**src/rtl/sha256_msg_schedule.sv**
```systemverilog
// -----------------------------------------------------------------------------
// sha256_msg_schedule
//
// Producer side of the SHA-256 round datapath. The module takes one padded
// 512-bit block and expands it into the 64-word message schedule W[0..63].
// It presents one word per round, together with the round constant K[t] and
// the round index t.
//
// A 16-word sliding window holds W[t..t+15]. The word shown on w_out is always
// window slot 0, so the output is registered and has no combinational path
// from blk_data. When the window advances, it shifts down by one slot and the
// newly computed word enters slot 15. That word is therefore computed 16
// rounds before it is presented.
//
// Ports:
//   clk        in   1    rising-edge clock
//   rst_n      in   1    asynchronous active-low reset
//   blk_valid  in   1    blk_data holds a padded block
//   blk_ready  out  1    block accepted on blk_valid && blk_ready
//   blk_data   in   512  W[0] in bits 511:480 ... W[15] in bits 31:0
//   w_valid    out  1    w_out / k_out / round are valid
//   w_ready    in   1    consumer takes the current word
//   w_out      out  32   W[round]
//   k_out      out  32   K[round]
//   round      out  7    round index 0..63
//   last       out  1    w_valid && round == 63
//   busy       out  1    a block is being expanded
//
// Build option:
//   SHA256_SCHED_BACKPRESSURE_EN - when defined, the schedule advances only
//   while w_ready is high. When undefined, w_ready is ignored and the
//   schedule advances on every RUN cycle.
// -----------------------------------------------------------------------------
module sha256_msg_schedule (
  input  logic         clk,
  input  logic         rst_n,
  input  logic         blk_valid,
  output logic         blk_ready,
  input  logic [511:0] blk_data,
  output logic         w_valid,
  input  logic         w_ready,
  output logic [31:0]  w_out,
  output logic [31:0]  k_out,
  output logic [6:0]   round,
  output logic         last,
  output logic         busy
);

  typedef enum logic {
    S_IDLE = 1'b0,
    S_RUN  = 1'b1
  } state_t;

  localparam logic [31:0] K_TABLE [64] = '{
    32'h428a2f98, 32'h71374491, 32'hb5c0fbcf, 32'he9b5dba5,
    32'h3956c25b, 32'h59f111f1, 32'h923f82a4, 32'hab1c5ed5,
    32'hd807aa98, 32'h12835b01, 32'h243185be, 32'h550c7dc3,
    32'h72be5d74, 32'h80deb1fe, 32'h9bdc06a7, 32'hc19bf174,
    32'he49b69c1, 32'hefbe4786, 32'h0fc19dc6, 32'h240ca1cc,
    32'h2de92c6f, 32'h4a7484aa, 32'h5cb0a9dc, 32'h76f988da,
    32'h983e5152, 32'ha831c66d, 32'hb00327c8, 32'hbf597fc7,
    32'hc6e00bf3, 32'hd5a79147, 32'h06ca6351, 32'h14292967,
    32'h27b70a85, 32'h2e1b2138, 32'h4d2c6dfc, 32'h53380d13,
    32'h650a7354, 32'h766a0abb, 32'h81c2c92e, 32'h92722c85,
    32'ha2bfe8a1, 32'ha81a664b, 32'hc24b8b70, 32'hc76c51a3,
    32'hd192e819, 32'hd6990624, 32'hf40e3585, 32'h106aa070,
    32'h19a4c116, 32'h1e376c08, 32'h2748774c, 32'h34b0bcb5,
    32'h391c0cb3, 32'h4ed8aa4a, 32'h5b9cca4f, 32'h682e6ff3,
    32'h748f82ee, 32'h78a5636f, 32'h84c87814, 32'h8cc70208,
    32'h90befffa, 32'ha4506ceb, 32'hbef9a3f7, 32'hc67178f2
  };

  // sigma0(x) = ROTR7 ^ ROTR18 ^ SHR3
  function automatic logic [31:0] f_sigma0(input logic [31:0] x);
    return {x[6:0], x[31:7]} ^ {x[17:0], x[31:18]} ^ (x >> 3);
  endfunction

  // sigma1(x) = ROTR17 ^ ROTR19 ^ SHR10
  function automatic logic [31:0] f_sigma1(input logic [31:0] x);
    return {x[16:0], x[31:17]} ^ {x[18:0], x[31:19]} ^ (x >> 10);
  endfunction

  state_t      r_state;
  logic [5:0]  r_round;   // never exceeds 63, so 6 bits suffice internally
  logic [31:0] r_win [16];

  logic        w_accept;
  logic        w_adv;
  logic [31:0] w_new;
  logic [31:0] w_win_next [16];

  assign w_accept = (r_state == S_IDLE) && blk_valid;

`ifdef SHA256_SCHED_BACKPRESSURE_EN
  assign w_adv = (r_state == S_RUN) && w_ready;
`else
  // w_ready is kept as a port but has no influence: the schedule free-runs.
  assign w_adv = (r_state == S_RUN) && (w_ready | 1'b1);
`endif

  // W[t+16] = s1(W[t+14]) + W[t+9] + s0(W[t+1]) + W[t], mod 2^32
  assign w_new = f_sigma1(r_win[14]) + r_win[9] + f_sigma0(r_win[1]) + r_win[0];

  // One window slot per generate iteration: load from block, shift, or hold.
  genvar gi;
  generate
    for (gi = 0; gi < 16; gi++) begin : g_win
      always_comb begin
        w_win_next[gi] = r_win[gi];
        if (w_accept) begin
          w_win_next[gi] = blk_data[511 - 32*gi -: 32];
        end else if (w_adv) begin
          if (gi < 15) begin
            w_win_next[gi] = r_win[(gi < 15) ? gi + 1 : gi];
          end else begin
            w_win_next[gi] = w_new;
          end
        end
      end

      always_ff @(posedge clk or negedge rst_n) begin
        if (!rst_n) begin
          r_win[gi] <= 32'h0;
        end else begin
          r_win[gi] <= w_win_next[gi];
        end
      end
    end
  endgenerate

  // Control FSM: all handshake outputs decode directly from r_state, so a
  // reset drops w_valid/busy without waiting for a clock edge.
  always_ff @(posedge clk or negedge rst_n) begin
    if (!rst_n) begin
      r_state <= S_IDLE;
      r_round <= 6'd0;
    end else begin
      case (r_state)
        S_IDLE: begin
          if (blk_valid) begin
            r_state <= S_RUN;
            r_round <= 6'd0;
          end
        end
        S_RUN: begin
          if (w_adv) begin
            if (r_round == 6'd63) begin
              r_state <= S_IDLE;
              r_round <= 6'd0;
            end else begin
              r_round <= r_round + 6'd1;
            end
          end
        end
        default: begin
          r_state <= S_IDLE;
          r_round <= 6'd0;
        end
      endcase
    end
  end

  assign blk_ready = (r_state == S_IDLE);
  assign w_valid   = (r_state == S_RUN);
  assign busy      = (r_state == S_RUN);
  assign round     = {1'b0, r_round};
  assign last      = (r_state == S_RUN) && (r_round == 6'd63);
  assign w_out     = r_win[0];
  assign k_out     = K_TABLE[r_round];

endmodule

```
**config.mk**
```make
export PLATFORM = sky130hd
export DESIGN_NAME = sha256_msg_schedule
export DESIGN_NICKNAME = d
export VERILOG_FILES = /design/src/rtl/sha256_msg_schedule.sv
export SDC_FILE = /design/constraint.sdc
export NUM_CORES = 1
export LEC_CHECK = 0
export BUFFER_PORTS_ARGS = -buffer_cell sky130_fd_sc_hd__buf_2
export CORE_MARGIN = 2
export CORE_UTILIZATION = 35
export CTS_BUF_LIST = sky130_fd_sc_hd__clkbuf_8
export CTS_CLUSTER_SIZE = 28
export DETAILED_ROUTE_END_ITERATION = 7
export RECOVER_POWER = 50
export SKIP_LAST_GASP = 1
export SYNTH_ARGS = -nofsm -noshare
export SYNTH_HDL_FRONTEND = slang
export SYNTH_SLANG_ARGS = --single-unit
```
**constraint.sdc**
```tcl
create_clock -name clk -period 8 [get_ports clk]
set_input_delay 1.6 -clock clk [delete_from_list [all_inputs] [get_ports clk]]
set_output_delay 1.6 -clock clk [all_outputs]
set_load 0.01 [all_outputs]
```
* Yosys cells after proc, flatten, opt, wreduce, memory -nomap -nowiden *
Memory sizes are Yosys's and may differ from the RTL's.
Index checks and enable logic that the tools add are counted.

storage, ports and cells
  bits in registers = 519
  bits in read-only memories = 2048
  bits of input ports = 516
  output and inout port bits = 75
  word-level logic and storage cells = 75
  memories = 1

memory list
  memory            words  bits a word  rd ports  clocked after memory_dff  write ports  RTL line  RTL
  (name not given)  64     32           1         0                         0            169       assign k_out = K_TABLE[r_round];

cells by class
  add/sub/neg operators = 4
  order comparisons = 1
  equal/unequal tests = 2
  multiplexer cells = 40
  bitwise gates (word level) = 6
  reductions and logical operators = 3

operator list
  cell                                                      number
  two-way mux 32 bit                                        34
  adder 32 bit                                              3
  XOR 32 bit                                                2
  XOR 32 x 22 -> 32 bit                                     1
  XOR 32 x 29 -> 32 bit                                     1
  two-way mux 6 bit                                         2
  case mux 6 bit (2 select lines)                           1
  greater-or-equal comparator 7 bit, second input constant  1
  NOT 6 -> 7 bit                                            1
  adder 6 x 1 -> 6 bit, second input constant               1
  == test 6 bit, second input constant                      1
  logical AND 1 bit                                         2
  two-way mux 1 bit                                         2
  != test 2 bit, second input constant                      1
  case mux 1 bit (2 select lines)                           1
  nonzero test 2 bit                                        1
  NOT 1 bit                                                 1

* Logic depth before layout (Yosys ltp) *
Gate-level depths: netlist (run 1).

  depth in word-level cells = 7
  gate-level depth with buffers = 16
  mapped depth without buffers = 15

* Least setup slack after synthesis (run 1) *
Ideal clock, no wire load.

  path kind = register -> output
  from = register r_round[1]
  to = output k_out[6]
  arrival time = 2.426 ns
  required time = 6.400 ns
  slack = 3.974 ns
  stages on the path, launching flop included = 8
  path buffers = 1
  cell sequence = dfrtp_1 > clkinv_1 > ha_1 > or2_2 > buf_1 > o21ai_0 > mux4_2 > mux2i_1

between the ends
  word-level cells in the longest chain between the ends = 4

RTL lines
  element                                                 RTL line  RTL
  start, declared                                         84        logic [5:0] r_round;
  start signal, assigned                                  151       r_round <= r_round + 6'd1;
  NOT 6 -> 7 bit (not written as such)                    169
  memory (64 x 32 bit)                                    -
  two-way mux 32 bit (not written as such) (2 in series)  169
  end, declared                                           43        output logic [31:0] k_out,

Every way passes these cells. The select of a mux whose other input is x is not followed.

* Final worst setup path (run 1) *
  from = register r_state (netlist: busy)
  to = register r_win[186] (netlist bit)

between the ends
  word-level cells in the longest chain between the ends = 3
  elaborated cells on any way between the ends = 4
  classes of those cells = mux (1); bitwise (1); reduce/logical (2)

RTL lines
  element                                                          RTL line  RTL
  start, declared                                                  83        state_t r_state;
  start signal, assigned                                           135       r_state <= S_IDLE;
  start signal, assigned                                           141       r_state <= S_RUN;
  start signal, assigned                                           148       r_state <= S_IDLE;
  NOT 1 bit                                                        92        assign w_accept = (r_state == S_IDLE) && blk_valid;
  logical AND 1 bit                                                92
  two-way mux 32 bit / nonzero test 2 bit (equally long branches)  -
  end signal, assigned by index                                    125       r_win[gi] <= w_win_next[gi];
  end, declared                                                    85        logic [31:0] r_win [16];

Parallel ways exist; a longest one is shown, timed or not.
A chain may end at the register's enable or synchronous reset.

==> results.sh, run 1 <==
export IMPL_drtIter0Drc=2559
export IMPL_layout_nets=4435
export IMPL_totalWireLength_mm=125
export IMPL_final_antenna_net_count=0
export IMPL_seq_area_mm2=0.0130
export IMPL_gp_congestion=0.906
export IMPL_grt_max_degree=291
export IMPL_grt_pass1_vias=26600
export IMPL_whs_path_depth=2
export IMPL_rsz0062_at_grt="no"
export IMPL_clkLatencyLatePin_ns=0.74
export IMPL_slew_viol_final=417
export IMPL_relSlewSlack_pct=-197
export IMPL_cap_viol_max_count=3
export IMPL_synth_cell_type_count=85
export IMPL_rr_endpoint="r_win[186]"
export IMPL_ctsResizeCount=0
export IMPL_start_kind="flip-flop"
export IMPL_setup_viol=0
export IMPL_grt_pass1_wl_mm=180
export IMPL_max_freq_mhz=166
export IMPL_dr_pass1_iters=5
export IMPL_synth_seq_cells=519
export IMPL_clock_sinks=519
export IMPL_viasPerCell=5.30
export IMPL_tns_ns=0
export IMPL_clock_path_buffers=3
export IMPL_r2r_start="busy"
export IMPL_worst_pin_slew_ns=4.45
export IMPL_outcome="finished with violations"
export IMPL_place_inst=4891
export IMPL_multiInputGateArea_mm2=0.0166
export IMPL_grt_use_total_pct=26.3
export IMPL_period_needed_ns=6.03
export IMPL_postCtsHoldBufs=0
export IMPL_path_clk_slew_ns=0.08
export IMPL_end_kind="flip-flop"
export IMPL_grt_remaining_overflow=0
export IMPL_fp_dieW_um=305
export IMPL_synth_area_leader_cell="dfrtp_1"
export IMPL_die_h_um=305
export IMPL_routedWlPerCell_um=24.6
export IMPL_ys_seq_area_share_pct=41.1
export IMPL_synth_async_reset_ratio_pct=100
export IMPL_yosysTopAreaCellShare_pct=41.1
export IMPL_final_cells=5083
export IMPL_coreArea_mm2=0.0897
export IMPL_synth_area_top_cells="dfrtp_1 (41%), mux2i_1 (16%), o21ai_0 (9.0%), nand2_1 (7.0%), fa_1 (3.9%)"
export IMPL_reg2reg_slack_ns=1.97
export IMPL_netlist_area_mm2=0.0316
export IMPL_cts_tree="built"
export IMPL_numCtsBuffers=92
export IMPL_violations="max-capacitance violations, max-slew violations"
export IMPL_postSynthAreaPerCell_um2=9.22
export IMPL_synth_cells=3430
export IMPL_root_buffer="clkbuf_8"
export IMPL_route_vias_total=26900
export IMPL_finalClockSkew_ns=0.0410
export IMPL_finalCritPeriodShare_pct=75.4
export IMPL_area_growth_pct=16.5
export IMPL_min_from="r_win[186]"
export IMPL_io_pins=591
export IMPL_rows=110
export IMPL_holdPathEnd="r_win[218]"
export IMPL_yosys_warnings=0
export IMPL_htree_levels=3
export IMPL_drcViolationCount=0
export IMPL_drive_above_1_share_pct=20.2
export IMPL_dieArea_mm2=0.0927
export IMPL_start_util_pct=35.2
export IMPL_worstSetupPathType="flip-flop to flip-flop"
export IMPL_cp_max_fo=238
export IMPL_holdWs_ns=0.448
export IMPL_nFillCells=9144
export IMPL_arrival_ns=6.59
export IMPL_hold_path_class="flip-flop to flip-flop"
export IMPL_port_buffers=588
export IMPL_cp_required_ns=8.55
export IMPL_ys_flop_type="dfrtp_1"
export IMPL_timing_final_hold_violations=0
export IMPL_post_cts_buffers=0
export IMPL_antenna_found_initial=71
export IMPL_dp_final_hpwl_mm=93.6
export IMPL_syn_nets=4056
export IMPL_rr_worst_depth=4
export IMPL_synth_edf_count=0
per-stage QoR:
stage | setup WS (ns) | instance area, um^2 | util, %
floorplan | 3.97 | 31600 | -
global placement | 3.05 | 34800 | 38.8
detailed placement | 2.99 | 34800 | 38.8
CTS | 2.24 | 36800 | 41.0
global route | 1.42 | 36800 | 41.0
finish | 1.97 | 36800 | 41.0
cell usage after synthesis (all sizes together), types with 4 or more instances:
cell	instances
nand2	587
o21ai	582
dfrtp	519
mux2i	502
clkbuf	195
inv	142
buf	130
a21oi	113
nor2	79
xnor2	79
fa	62
xor2	54
ha	48
a211oi	28
nand3	24
nor3	24
a21o	19
nor2b	18
o211ai	18
a31oi	16
o311ai	14
and2	13
nand2b	12
o31ai	11
and3	10
nand4	10
a2111oi	7
and4	7
o22ai	7
a221oi	5
mux2	5
mux4	5
o21a	5
or2	5
a21boi	4
a311o	4
a311oi	4
o2111a	4
o2111ai	4
o221ai	4
o31a	4
or3	4
placed cells by master (no fill, tap or decap), drive strengths merged, types with 5 or more instances in the layout:
| cell | instances |
|---|---|
| buf | 607 |
| nand2 | 587 |
| o21ai | 582 |
| dfrtp | 519 |
| mux2i | 502 |
| inv | 176 |
| clkbuf | 117 |
| a21oi | 113 |
| nor2 | 79 |
| xnor2 | 79 |
| fa | 62 |
| xor2 | 54 |
| ha | 48 |
| diode | 29 |
| a211oi | 28 |
| nor3 | 24 |
| nand3 | 24 |
| a21o | 19 |
| nor2b | 18 |
| o211ai | 18 |
| a31oi | 16 |
| o311ai | 14 |
| clkinv | 14 |
| and2 | 13 |
| nand2b | 12 |
| o31ai | 11 |
| nand4 | 10 |
| and3 | 10 |
| o22ai | 7 |
| a2111oi | 7 |
| and4 | 7 |
| mux4 | 5 |
| a221oi | 5 |
| mux2 | 5 |
| o21a | 5 |
| or2 | 5 |
critical path, cell delays in order (launching register included):
cell and delay [ns]:
dfrtp_4 0.86, clkbuf_2 3.04, buf_4 1.20, nand2_1 0.36
o21ai_0 0.17
layout make-up:
| type | count | share of cell area (%) |
|---|---|---|
| clock inverter | 49 | 1.02 |
| inverter | 145 | 1.48 |
| clock buffer | 114 | 4.26 |
| sequential | 519 | 35.3 |
| timing repair buffer | 610 | 8.72 |
| multi-input combinational | 2441 | 45.0 |
| tap | 1176 | 3.99 |
| antenna | 29 | 0.197 |
cells by family after synthesis:
| logic type | count (synthesis) | share of synthesized area, % |
|---|---|---|
| multiplexers | 512 | 16.4 |
| AO/OA/AOI/OAI | 883 | 16.0 |
| other | 1 | 0.0119 |
| adder cells (fa/ha/maj) | 110 | 5.83 |
| flip-flops | 519 | 41.1 |
| buffers and inverters | 470 | 6.45 |
| XOR/XNOR | 133 | 3.68 |
| AND/OR/NAND/NOR | 802 | 10.5 |
worst max path at each step:
stage / start / end / slack [ns] / cells past startpoint
floorplan: r_round[1] / k_out[6] / 3.97 / 7
global placement: r_round[0] / k_out[15] / 3.05 / 8
detailed placement: r_round[0] / k_out[15] / 2.99 / 8
CTS: r_round[0] / k_out[15] / 2.24 / 8
global route: busy / r_win[186] / 1.42 / 4
finish: busy / r_win[186] / 1.97 / 4
state kept, by name, indices dropped and copies added (netlist names):
signal	cells
r_win	480
w_out	32
r_round	6
busy	1
per-layer routing:
layer  up-vias  GRT usage [%]  wire length (um)
li1      12600              -                 -
met1     13100           34.4             53200
met2       941           42.5             58800
met3       223           6.77              9120
met4        60           8.48              3600
met5         -              0               402
Power of run 1 is not shown: default switching activity piles up to over one toggle a cycle in this logic, so the estimate is an artifact.
==> run 2, diff against run 1 <==
==> constraint.sdc (replaced) <==
create_clock -name clk -period 5.2 [get_ports clk]
set_input_delay 1.04 -clock clk [delete_from_list [all_inputs] [get_ports clk]]
set_output_delay 1.04 -clock clk [all_outputs]
set_load 0.01 [all_outputs]
==> results.sh, run 2 (same netlist as run 1, synthesis figures left out) <==
export IMPL_viasPerCell=5.27
export IMPL_clock_path_buffers=3
export IMPL_arrival_ns=5.00
export IMPL_rsz0062_at_grt="no"
export IMPL_drcViolationCount=0
export IMPL_cap_viol_max_count=7
export IMPL_dieArea_mm2=0.0927
export IMPL_nFillCells=9186
export IMPL_io_pins=591
export IMPL_timing_final_hold_violations=0
export IMPL_fp_dieW_um=305
export IMPL_die_h_um=305
export IMPL_numCtsBuffers=92
export IMPL_grt_pass1_wl_mm=183
export IMPL_clock_sinks=519
export IMPL_clkLatencyLatePin_ns=0.73
export IMPL_post_cts_buffers=0
export IMPL_relSlewSlack_pct=-86.7
export IMPL_drtIter0Drc=2280
export IMPL_cp_max_fo=84
export IMPL_end_kind="flip-flop"
export IMPL_finalCritPeriodShare_pct=85.9
export IMPL_worstSetupPathType="input pin to flip-flop"
export IMPL_dr_pass1_iters=7
export IMPL_setup_viol=0
export IMPL_port_buffers=588
export IMPL_totalWireLength_mm=126
export IMPL_final_cell_mix="nand2_1 (587), buf_2 (586), o21ai_0 (570), dfrtp_1 (515), mux2i_1 (502)"
export IMPL_antenna_found_initial=67
export IMPL_finalWorstSetupSlack_ns=0.735
export IMPL_grt_max_degree=252
export IMPL_dp_final_hpwl_mm=96.7
export IMPL_grt_pass1_vias=26800
export IMPL_outcome="finished with violations"
export IMPL_largest_reg_flops=480
export IMPL_area_growth_pct=17.4
export IMPL_postCtsHoldBufs=0
export IMPL_max_freq_mhz=224
export IMPL_tns_ns=0
export IMPL_root_buffer="clkbuf_8"
export IMPL_start_util_pct=35.2
export IMPL_route_vias_total=27100
export IMPL_period_needed_ns=4.47
export IMPL_slew_viol_final=350
export IMPL_final_antenna_net_count=0
export IMPL_dp_slack_ns=0.904
export IMPL_place_inst=4931
export IMPL_rows=110
export IMPL_cts_tree="built"
export IMPL_seq_area_mm2=0.0130
export IMPL_worst_pin_slew_ns=2.80
export IMPL_grt_remaining_overflow=0
export IMPL_final_cells=5134
export IMPL_multiInputGateArea_mm2=0.0166
export IMPL_largest_register="r_win"
export IMPL_start_kind="input pin"
export IMPL_routedWlPerCell_um=24.6
export IMPL_layout_commonest_cell="nand2_1"
export IMPL_coreArea_mm2=0.0897
export IMPL_path_clk_slew_ns=0.07
export IMPL_hold_path_class="flip-flop to flip-flop"
export IMPL_fin_util_pct=41.4
export IMPL_grt_use_total_pct=26.6
export IMPL_cp_required_ns=5.73
export IMPL_htree_levels=3
export IMPL_drive_above_1_share_pct=20.9
export IMPL_finalClockSkew_ns=0.0574
export IMPL_layout_nets=4475
export IMPL_ctsResizeCount=0
export IMPL_violations="max-capacitance violations, max-slew violations"
export IMPL_gp_congestion=0.938
[run 2: cell count changes in the layout (fill, tap and decap cells not counted), moves of 2 or more]
cell	before	now
buf_4	12	41
inv_1	169	176
clkbuf_2	1	6
clkbuf_8	114	119
diode_2	29	33
buf_12	8	11
bufinv_16	3	0
clkbuf_1	2	4
clkbuf_4	0	2
dfrtp_2	0	2
dfrtp_4	4	2
[run 2: per-stage QoR]
stage	area (um^2)	hold WS, ns
after floorplan	31600	0.442
after global placement	35200	0.454
after CTS	37100	0.338
after global routing	37100	0.490
final	37100	0.471
after detailed placement	35200	0.457
[run 2: worst max-delay path, stage by stage]
cell and delay (ns):
clkbuf_2 1.87, clkbuf_4 1.49, nor2b_1 0.11, a211oi_1 0.28
a21oi_1 0.07
[run 2: area by class of cell]
cell class | count | share of cell area, %
timing repair buffer | 650 | 9.49
tap | 1176 | 3.96
clock buffer | 119 | 4.41
sequential | 519 | 35.0
inverter | 145 | 1.47
antenna | 33 | 0.222
multi-input combinational | 2441 | 44.7
clock inverter | 51 | 0.738
[run 2: path summary, 6_finish.rpt]
path,start,end,slack (ns),cells after the start
min in group asynchronous,rst_n,r_win[212],1.06,1
worst min register to register,r_win[410],r_win[442],0.47,2
worst min-delay path,r_win[410],r_win[442],0.47,2
worst max register to register,r_win[50],r_win[27],0.88,14
max in group asynchronous,rst_n,r_win[403],1.34,2
worst max-delay path,blk_valid,r_win[3],0.73,5
[run 2: layer usage]
layer	part of all wire [%]	GRT usage (%)
met2	47	42.9
met3	7.3	5.95
met4	3.0	8.91
met5	0.25	0
met1	43	35.4
Power of run 2 is left out for the same reason.
